### config.mk
export PLATFORM = sky130hd
export DESIGN_NAME = axis_zmod_trigger
export DESIGN_NICKNAME = d
export VERILOG_FILES = /design/src/rtl/axis_zmod_trigger.sv
export SDC_FILE = /design/constraint.sdc
export NUM_CORES = 1
export LEC_CHECK = 0
export BUFFER_PORTS_ARGS = -buffer_cell sky130_fd_sc_hd__buf_2
export CORE_UTILIZATION = 48
export DETAILED_ROUTE_END_ITERATION = 16
export GPL_TIMING_DRIVEN = 0
export MAX_ROUTING_LAYER = met4
export PLACE_DENSITY = 0.77
export SKIP_LAST_GASP = 1
export SYNTH_ARGS = -nofsm -noshare
export SYNTH_HDL_FRONTEND = slang
export SYNTH_SLANG_ARGS = --single-unit
### constraint.sdc
create_clock -name aclk -period 4.8 [get_ports aclk]
set_input_delay 0.96 -clock aclk [delete_from_list [all_inputs] [get_ports aclk]]
set_output_delay 0.96 -clock aclk [all_outputs]
set_load 0.03 [all_outputs]
### src/rtl/axis_zmod_trigger.sv
// Level/edge trigger and packet capture for the Zmod ADC sample stream.
// Optional trigger timestamp: define AXIS_ZMOD_TRIGGER_TIMESTAMP_EN.
module axis_zmod_trigger #(
    parameter int AXIS_TDATA_WIDTH = 32,
    parameter int CNTR_WIDTH       = 32
) (
    input  logic                        aclk,
    input  logic                        aresetn,
    input  logic [AXIS_TDATA_WIDTH-1:0] s_axis_tdata,
    input  logic                        s_axis_tvalid,
    output logic [AXIS_TDATA_WIDTH-1:0] m_axis_tdata,
    output logic                        m_axis_tvalid,
    input  logic                        m_axis_tready,
    output logic                        m_axis_tlast,
    input  logic [15:0]                 cfg_level,
    input  logic                        cfg_chan,
    input  logic                        cfg_edge,
    input  logic [CNTR_WIDTH-1:0]       cfg_length,
    input  logic                        arm,
    input  logic                        trg_force,
    output logic [1:0]                  sts_state,
    output logic [CNTR_WIDTH-1:0]       sts_drops
`ifdef AXIS_ZMOD_TRIGGER_TIMESTAMP_EN
    ,
    output logic [63:0]                 sts_timestamp
`endif
);

    typedef enum logic [1:0] {
        ST_IDLE    = 2'd0,
        ST_ARMED   = 2'd1,
        ST_CAPTURE = 2'd2
    } state_t;

    localparam logic [CNTR_WIDTH-1:0] CNT_ONE = {{(CNTR_WIDTH-1){1'b0}}, 1'b1};

    state_t                      state_q, state_d;
    logic signed [15:0]          prev_q, prev_d;
    logic [CNTR_WIDTH-1:0]       len_q, len_d;
    logic [CNTR_WIDTH-1:0]       cnt_q, cnt_d;
    logic [CNTR_WIDTH-1:0]       drops_q, drops_d;
    logic [AXIS_TDATA_WIDTH-1:0] tdata_q, tdata_d;
    logic                        tvalid_q, tvalid_d;
    logic                        tlast_q, tlast_d;
`ifdef AXIS_ZMOD_TRIGGER_TIMESTAMP_EN
    logic [63:0]                 ts_cnt_q, ts_cnt_d;
    logic [63:0]                 ts_q, ts_d;
`endif

    logic signed [15:0]    cur;
    logic signed [15:0]    level;
    logic                  present;
    logic                  trig;
    logic                  drain;
    logic                  take;
    logic                  last;
    logic [CNTR_WIDTH-1:0] arm_len;

    assign present = s_axis_tvalid;
    assign cur     = cfg_chan ? s_axis_tdata[31:16] : s_axis_tdata[15:0];
    assign level   = cfg_level;
    assign trig    = cfg_edge ? ((prev_q > level) && (cur <= level))
                              : ((prev_q < level) && (cur >= level));
    assign drain   = tvalid_q & m_axis_tready;
    assign arm_len = (cfg_length == '0) ? CNT_ONE : cfg_length;

    always_comb begin
        state_d  = state_q;
        prev_d   = prev_q;
        len_d    = len_q;
        cnt_d    = cnt_q;
        drops_d  = drops_q;
        tdata_d  = tdata_q;
        tvalid_d = tvalid_q;
        tlast_d  = tlast_q;
        take     = 1'b0;
        last     = 1'b0;
`ifdef AXIS_ZMOD_TRIGGER_TIMESTAMP_EN
        ts_cnt_d = ts_cnt_q;
        ts_d     = ts_q;
        if (present) begin
            ts_cnt_d = ts_cnt_q + 64'd1;
        end
`endif

        if (present) begin
            prev_d = cur;
        end
        if (drain) begin
            tvalid_d = 1'b0;
            tlast_d  = 1'b0;
        end

        case (state_q)
            ST_IDLE: begin
                if (arm) begin
                    state_d = ST_ARMED;
                    len_d   = arm_len;
                end
            end
            ST_ARMED: begin
                if (present && (trig || trg_force)) begin
                    state_d = ST_CAPTURE;
                    take    = 1'b1;
                    last    = (len_q == CNT_ONE);
                    cnt_d   = CNT_ONE;
`ifdef AXIS_ZMOD_TRIGGER_TIMESTAMP_EN
                    ts_d    = ts_cnt_q;
`endif
                end
            end
            ST_CAPTURE: begin
                // cnt_q == len_q means every sample is taken; only the tlast beat remains
                if (present && (cnt_q != len_q)) begin
                    take  = 1'b1;
                    last  = (cnt_q == (len_q - CNT_ONE));
                    cnt_d = cnt_q + CNT_ONE;
                end
                if (drain && tlast_q) begin
                    cnt_d   = '0;
                    state_d = arm ? ST_ARMED : ST_IDLE;
                    if (arm) begin
                        len_d = arm_len;
                    end
                end
            end
            default: state_d = ST_IDLE;
        endcase

        // A full, undrained register keeps its beat; the final sample's tlast moves onto it
        if (take) begin
            if (!tvalid_q || m_axis_tready) begin
                tdata_d  = s_axis_tdata;
                tvalid_d = 1'b1;
                tlast_d  = last;
            end else begin
                if (drops_q != '1) begin
                    drops_d = drops_q + CNT_ONE;
                end
                if (last) begin
                    tlast_d = 1'b1;
                end
            end
        end
    end

    always_ff @(posedge aclk) begin
        if (!aresetn) begin
            state_q  <= ST_IDLE;
            prev_q   <= '0;
            len_q    <= '0;
            cnt_q    <= '0;
            drops_q  <= '0;
            tdata_q  <= '0;
            tvalid_q <= 1'b0;
            tlast_q  <= 1'b0;
`ifdef AXIS_ZMOD_TRIGGER_TIMESTAMP_EN
            ts_cnt_q <= '0;
            ts_q     <= '0;
`endif
        end else begin
            state_q  <= state_d;
            prev_q   <= prev_d;
            len_q    <= len_d;
            cnt_q    <= cnt_d;
            drops_q  <= drops_d;
            tdata_q  <= tdata_d;
            tvalid_q <= tvalid_d;
            tlast_q  <= tlast_d;
`ifdef AXIS_ZMOD_TRIGGER_TIMESTAMP_EN
            ts_cnt_q <= ts_cnt_d;
            ts_q     <= ts_d;
`endif
        end
    end

    assign m_axis_tdata  = tdata_q;
    assign m_axis_tvalid = tvalid_q;
    assign m_axis_tlast  = tlast_q;
    assign sts_state     = state_q;
    assign sts_drops     = drops_q;
`ifdef AXIS_ZMOD_TRIGGER_TIMESTAMP_EN
    assign sts_timestamp = ts_q;
`endif

endmodule

Yosys cells after proc, flatten, opt, wreduce, memory -nomap -nowiden
Cells that the tools add are included.
{"block": "classes", "n_eq_ne": 10, "reduce_logical": 17, "bitwise_logic": 2, "order_cmp": 4, "n_mux": 28, "n_addsub": 3}
{"op": "2-to-1 mux 32 bit", "count": 6}
{"op": "one-hot mux 32 bit (2 select lines)", "count": 2}
{"op": "adder 32 x 1 -> 32 bit (second input constant)", "count": 2}
{"op": "== test 32 x 1 -> 1 bit (second input constant)", "count": 1}
{"op": "== test 32 bit", "count": 1}
{"op": "logical NOT 32 bit", "count": 1}
{"op": "inequality test 32 bit", "count": 1}
{"op": "inequality test 32 bit (second input constant)", "count": 1}
{"op": "subtractor 32 x 1 -> 32 bit (second input constant)", "count": 1}
{"op": ">= comparator 16 bit", "count": 1}
{"op": "> comparator 16 bit", "count": 1}
{"op": "<= comparator 16 bit", "count": 1}
{"op": "less-than comparator 16 bit", "count": 1}
{"op": "2-to-1 mux 16 bit", "count": 1}
{"op": "2-to-1 mux 1 bit", "count": 13}
{"op": "AND reduction 3 bit", "count": 3}
{"op": "2-to-1 mux 2 bit", "count": 3}
{"op": "inequality test 2 bit (second input constant)", "count": 3}
{"op": "one-hot mux 2 bit (3 select lines)", "count": 1}
{"op": "logical AND 1 bit", "count": 5}
{"op": "one-hot mux 1 bit (2 select lines)", "count": 2}
{"op": "AND reduction 2 bit", "count": 2}
{"op": "nonzero test 2 bit", "count": 2}
{"op": "inequality test 3 bit (second input constant)", "count": 1}
{"op": "7 further kinds", "count": 8}
{"block": "word_totals", "elab_cells": 72, "register_bits": 148, "in_bits": 88}

Longest topological paths before layout
{"block": "depth", "depth_word": 11, "ltp_mapped": 15, "ltp_nobuf": 11}

Worst setup path after synthesis
No wires, ideal clock.
{"block": "synth_timing", "kind": "input port to flip-flop", "start": "input port cfg_chan", "end": "register drops_q[22], in the netlist sts_drops[22]", "t_required_ns": 4.665, "t_arrival_ns": 4.432, "setup_ns": 0.135, "path_buffers": 3, "setup_slack_ns": 0.233, "cell_stages": 14, "path_cell_list": "clkbuf_1 buf_1 mux2_2 ha_1 nor2b_1 o211ai_1 a2111oi_1 or4_4 mux2i_2 o31ai_2 nor2_4 buf_2 o311ai_0 o41ai_1"}
{"block": "synth_via", "elab_chain_len": 9}
{"item": "start: declaration", "line": "16", "source": "input logic cfg_chan,"}
{"item": "2-to-1 mux 16 bit *", "line": "60", "source": "assign cur = cfg_chan ? s_axis_tdata[31:16] : s_axis_tdata[15:0];"}
{"item": "via cur[1]", "line": "50", "source": "logic signed [15:0] cur;"}
{"item": ">= comparator 16 bit / <= comparator 16 bit (equally long branches)", "line": "63, 62"}
{"item": "logical AND 1 bit (on tied branches)", "line": "63, 62"}
{"item": "2-to-1 mux 1 bit *", "line": "62", "source": "assign trig = cfg_edge ? ((prev_q > level) && (cur <= level))"}
{"item": "logical OR 1 bit *", "line": "102", "source": "if (present && (trig || trg_force)) begin"}
{"item": "logical AND 1 bit *", "line": "102"}
{"item": "2-to-1 mux 1 bit *", "line": "102"}
{"item": "one-hot mux 1 bit (2 select lines) *", "line": "94", "source": "case (state_q)"}
{"item": "AND reduction 3 bit (no source line) *"}
{"item": "end signal: assignment", "line": "166", "source": "drops_q <= drops_d;"}
{"item": "end: declaration", "line": "41", "source": "logic [CNTR_WIDTH-1:0] drops_q, drops_d;"}
The timed path passes the listed nets; every way through them passes the cells marked *.
A chain may end at the register's enable or synchronous reset.

Worst setup path in the final report
{"block": "layout_timing", "start": "input port cfg_chan", "end": "register drops_q[31], in the netlist sts_drops[31]"}
The elaborated chain is that of the path after synthesis.

==> key figures <==
Clocking
  – Worst skew pair latency: 440 ps
  – H-tree levels: 4
  – CTS tree: yes
  – CTS sink cnt: 148
  – Max Root-Sink Buffers: 2
  – CTS Hold Bufs: 0
  – Reg clk slew, reported paths: 70 ps
  – Clk root buf: clkbuf_16
  – Total CTS buffers: 17

Logic synthesis
  – Seq/Total Area, Yosys: 33.29%
  – Syn_area_per_cell: 7.975 sq um
  – Number of synthesized flops with an enable pin: 0
  – Syn_nets: 1,244
  – YS warnings: 0
  – Leading area contributor after synthesis: dfxtp_1
  – Synth top area cells: dfxtp_1 33%, nand2_1 7.0%, ha_1 5.6%, a21oi_1 4.8%, mux2i_1 4.6%
  – Mapped Cells: 1,116
  – Cell area after synthesis: 8900 sq um
  – Post-synth ARST share: 0%
  – Top_reg_cell synth: dfxtp_1
  – Number of synthesized register bits: 148
  – Unique masters post-synth: 69
  – Synth top area share: 33.29%

Power and ir drop
  – Design Power: 3.860 mW
  – Leakage power: 4.171 nW
  – Max VDD drop: 0.2948 mV
  – P per Cell Area: 365.7 nW/um^2

Floorplan
  – Core ar.: 18,090 sq um
  – Die extent in y: 138.2 um
  – DIE WIDTH: 138.2 um
  – Die area: 19,090 sq um
  – IO Pins: 156
  – Row count: 49
  – Starting density of the core: 49.21%

Setup path
  – Crit path launch type: primary input
  – Worst Path Required: 5170 ps
  – Critical R2R Capture: m_axis_tlast
  – Worst Path Arrival: 4930 ps
  – R2r setup slk: 1310 ps
  – Worst Path Max Fanout: 10
  – CP Class: primary input to register
  – Reg2Reg Depth: 10
  – R2r startpoint: len_q[10]
  – CP Capture Type: register

Placed design
  – Routability cong.: 0.9505
  – Placed cell count: 1,497
  – Port Buf Inserts: 152
  – HPWL after DPL: 20,310 um
  – DP Worst Slack: -339.3 ps
  – DP Area: 9947 sq um

Worst hold path
  – WHS Endpoint: m_axis_tdata[23]
  – Hold path startpoint: m_axis_tdata[23]
  – Hold crit path type: register to register
  – Cells on Worst Hold Path: 2

GRT
  – Vias in the first global route: 8,603
  – Pin count of the biggest net entering global routing: 19
  – GRT Util Overall: 29.61%
  – GR Overflow Total: 0
  – First-pass GRT wire length: 44,060 um
  – Initial antenna violation count: 0

Run
  – MaxCap Viol Count: 0

Timing
  – Setup-failing EPs final: 0
  – Final-report hold violation count: 0
  – Setup ws final: 240.0 ps
  – Worst-Margin Slew: 861.6 ps
  – Clk_skew: 19.28 ps
  – Max transition margin: 42.43%
  – Fin crit period: 4560 ps
  – Fin. max-slew vios: 0
  – Hold WS: 471.7 ps
  – Period utilisation layout: 95.00%
  – RSZ-0062 raised after global routing: false
  – Fmax: 0.2193 GHz

Drt
  – Vias/cell: 5.864
  – Routed wire length: 26,730 um
  – Drt first-iter violations: 573
  – Routed Antenna Nets: 0
  – DR vias: 8,966
  – Remaining DRCs: 4
  – Drt first pass iters: 11
  – DR WL/cell: 17.48 um

Final layout
  – Final Cell Area: 10,550 sq um
  – Number of diodes: 0
  – Fraction of layout instances using a drive strength above 1: 19.31%
  – Register area: 2963 sq um
  – Multi-input logic area: 5515 sq um
  – Nets: 1,415
  – Filler Cell Count: 1,613
  – Synthesis-to-finish area growth: 18.59%
  – Final Non-Filler Cells: 1,529

Outcome
  – Run status: finished, violations left
  – Violated checks: DRC
placed cells by master, fill, tap and decap left out, types with 5 or more instances in the layout:
cell type,n
nor2b_1,8
or2_2,5
nor4_1,26
dfxtp_1,148
mux2i_1,41
mux2_2,17
clkbuf_1,47
or4_1,7
a21o_1,7
nand2_1,165
nor3_1,25
xor2_1,16
nand3_1,67
clkbuf_16,17
and4_1,7
inv_8,8
nor4_2,10
or3_1,34
nand4_1,34
nor2_1,51
buf_2,168
o31ai_1,6
inv_1,33
o21a_1,6
ha_1,40
o31a_1,5
nand2b_1,30
and3_1,12
o211ai_1,5
o21ai_0,70
a21oi_1,85
xnor2_1,34
cells by family (layout without fill, tap and decap cells):
logic type                 Yosys count  in the layout  share of synthesized area (%)
and+or+nand+nor                    502            502                          30.04
AOI/OAI and AO/OA                  213            213                          14.31
DFF                                148            148                          33.29
buffers and inverters              103            287                          4.738
muxes                               60             60                          7.072
xor gates and xnor gates            50             50                          4.921
adders and majority gates           40             40                          5.624
worst max-delay path by stage:
stage | end | from | depth (start not counted) | slack (ps)
6_report | sts_drops[31] | cfg_chan | 14 | 240
5_1_grt | sts_drops[22] | cfg_chan | 14 | 50
4_1_cts | sts_drops[31] | cfg_chan | 14 | 130
3_5_place_dp | sts_drops[22] | cfg_chan | 14 | -340
3_3_place_gp | sts_drops[22] | cfg_chan | 14 | -280
2_1_floorplan | sts_drops[22] | cfg_chan | 14 | 230
cell type report:
class	count	share of cell area (%)
clock inverters	15	1.707
inverters	34	1.209
repair buffers	152	7.208
flip-flops and latches	148	28.07
clock buffers	17	4.031
well taps	229	2.715
multi-input cells	865	52.26
plain buffers	69	2.798
synthesized netlist by cell type, drive strengths merged (8+ instances only):
master / number
or4: 8
mux2: 17
xor2: 16
nor2b: 8
inv: 33
clkbuf: 47
nor2: 52
nor4: 37
nand2: 165
xnor2: 34
and3: 12
nand2b: 30
or3: 34
ha: 40
nor3: 26
buf: 22
nand4: 37
nand3: 68
a21oi: 85
o21ai: 72
dfxtp: 148
mux2i: 43
what timing repair did:
item / 4_1_cts / 5_1_grt
gates resized for setup: 0 / 1
endpoints found under the setup margin: 0 / 57
setup buffers: 0 / 0
registers in the layout, indices dropped and copies added, names as in the netlist:
register,count
prev_q,16
m_axis_tvalid,1
sts_state,2
len_q,32
sts_drops,32
m_axis_tlast,1
cnt_q,32
m_axis_tdata,32
per-layer routing:
metal | wire [um] | track usage (%) | vias to the layer above
li1 | - | - | 4353
met2 | 12910 | 49.44 | 328
met4 | 609 | 9.758 | 0
met1 | 11280 | 35.19 | 4234
met3 | 1927 | 6.754 | 51
met5 | 0 | - | -
critical path, stage by stage:
cell and delay (ps):
clkbuf_1 280, clkbuf_2 330, mux2_2 400, ha_1 290
nor2b_1 140, o211ai_1 150, a2111oi_1 100, or4_4 520
mux2i_2 210, o31ai_2 600, nor2_4 140, buf_6 190
nor4_2 380, mux2i_1 220
through the flow:
| stage | TNS [ps] | utilization (%) |
|---|---|---|
| floorplan | 0 | - |
| global placement | -16730 | 55.00 |
| detailed placement | -20700 | 55.00 |
| CTS | 0 | 58.35 |
| global route | 0 | 58.35 |
| finish | 0 | 58.35 |
where the power goes:
| group | total (mW) | internal, mW | switching, mW |
|---|---|---|---|
| clock | 1.36 | 0.709 | 0.651 |
| combinational | 1.11 | 0.395 | 0.719 |
| sequential | 1.39 | 1.30 | 0.0805 |
(Power assumes the default switching activity.)
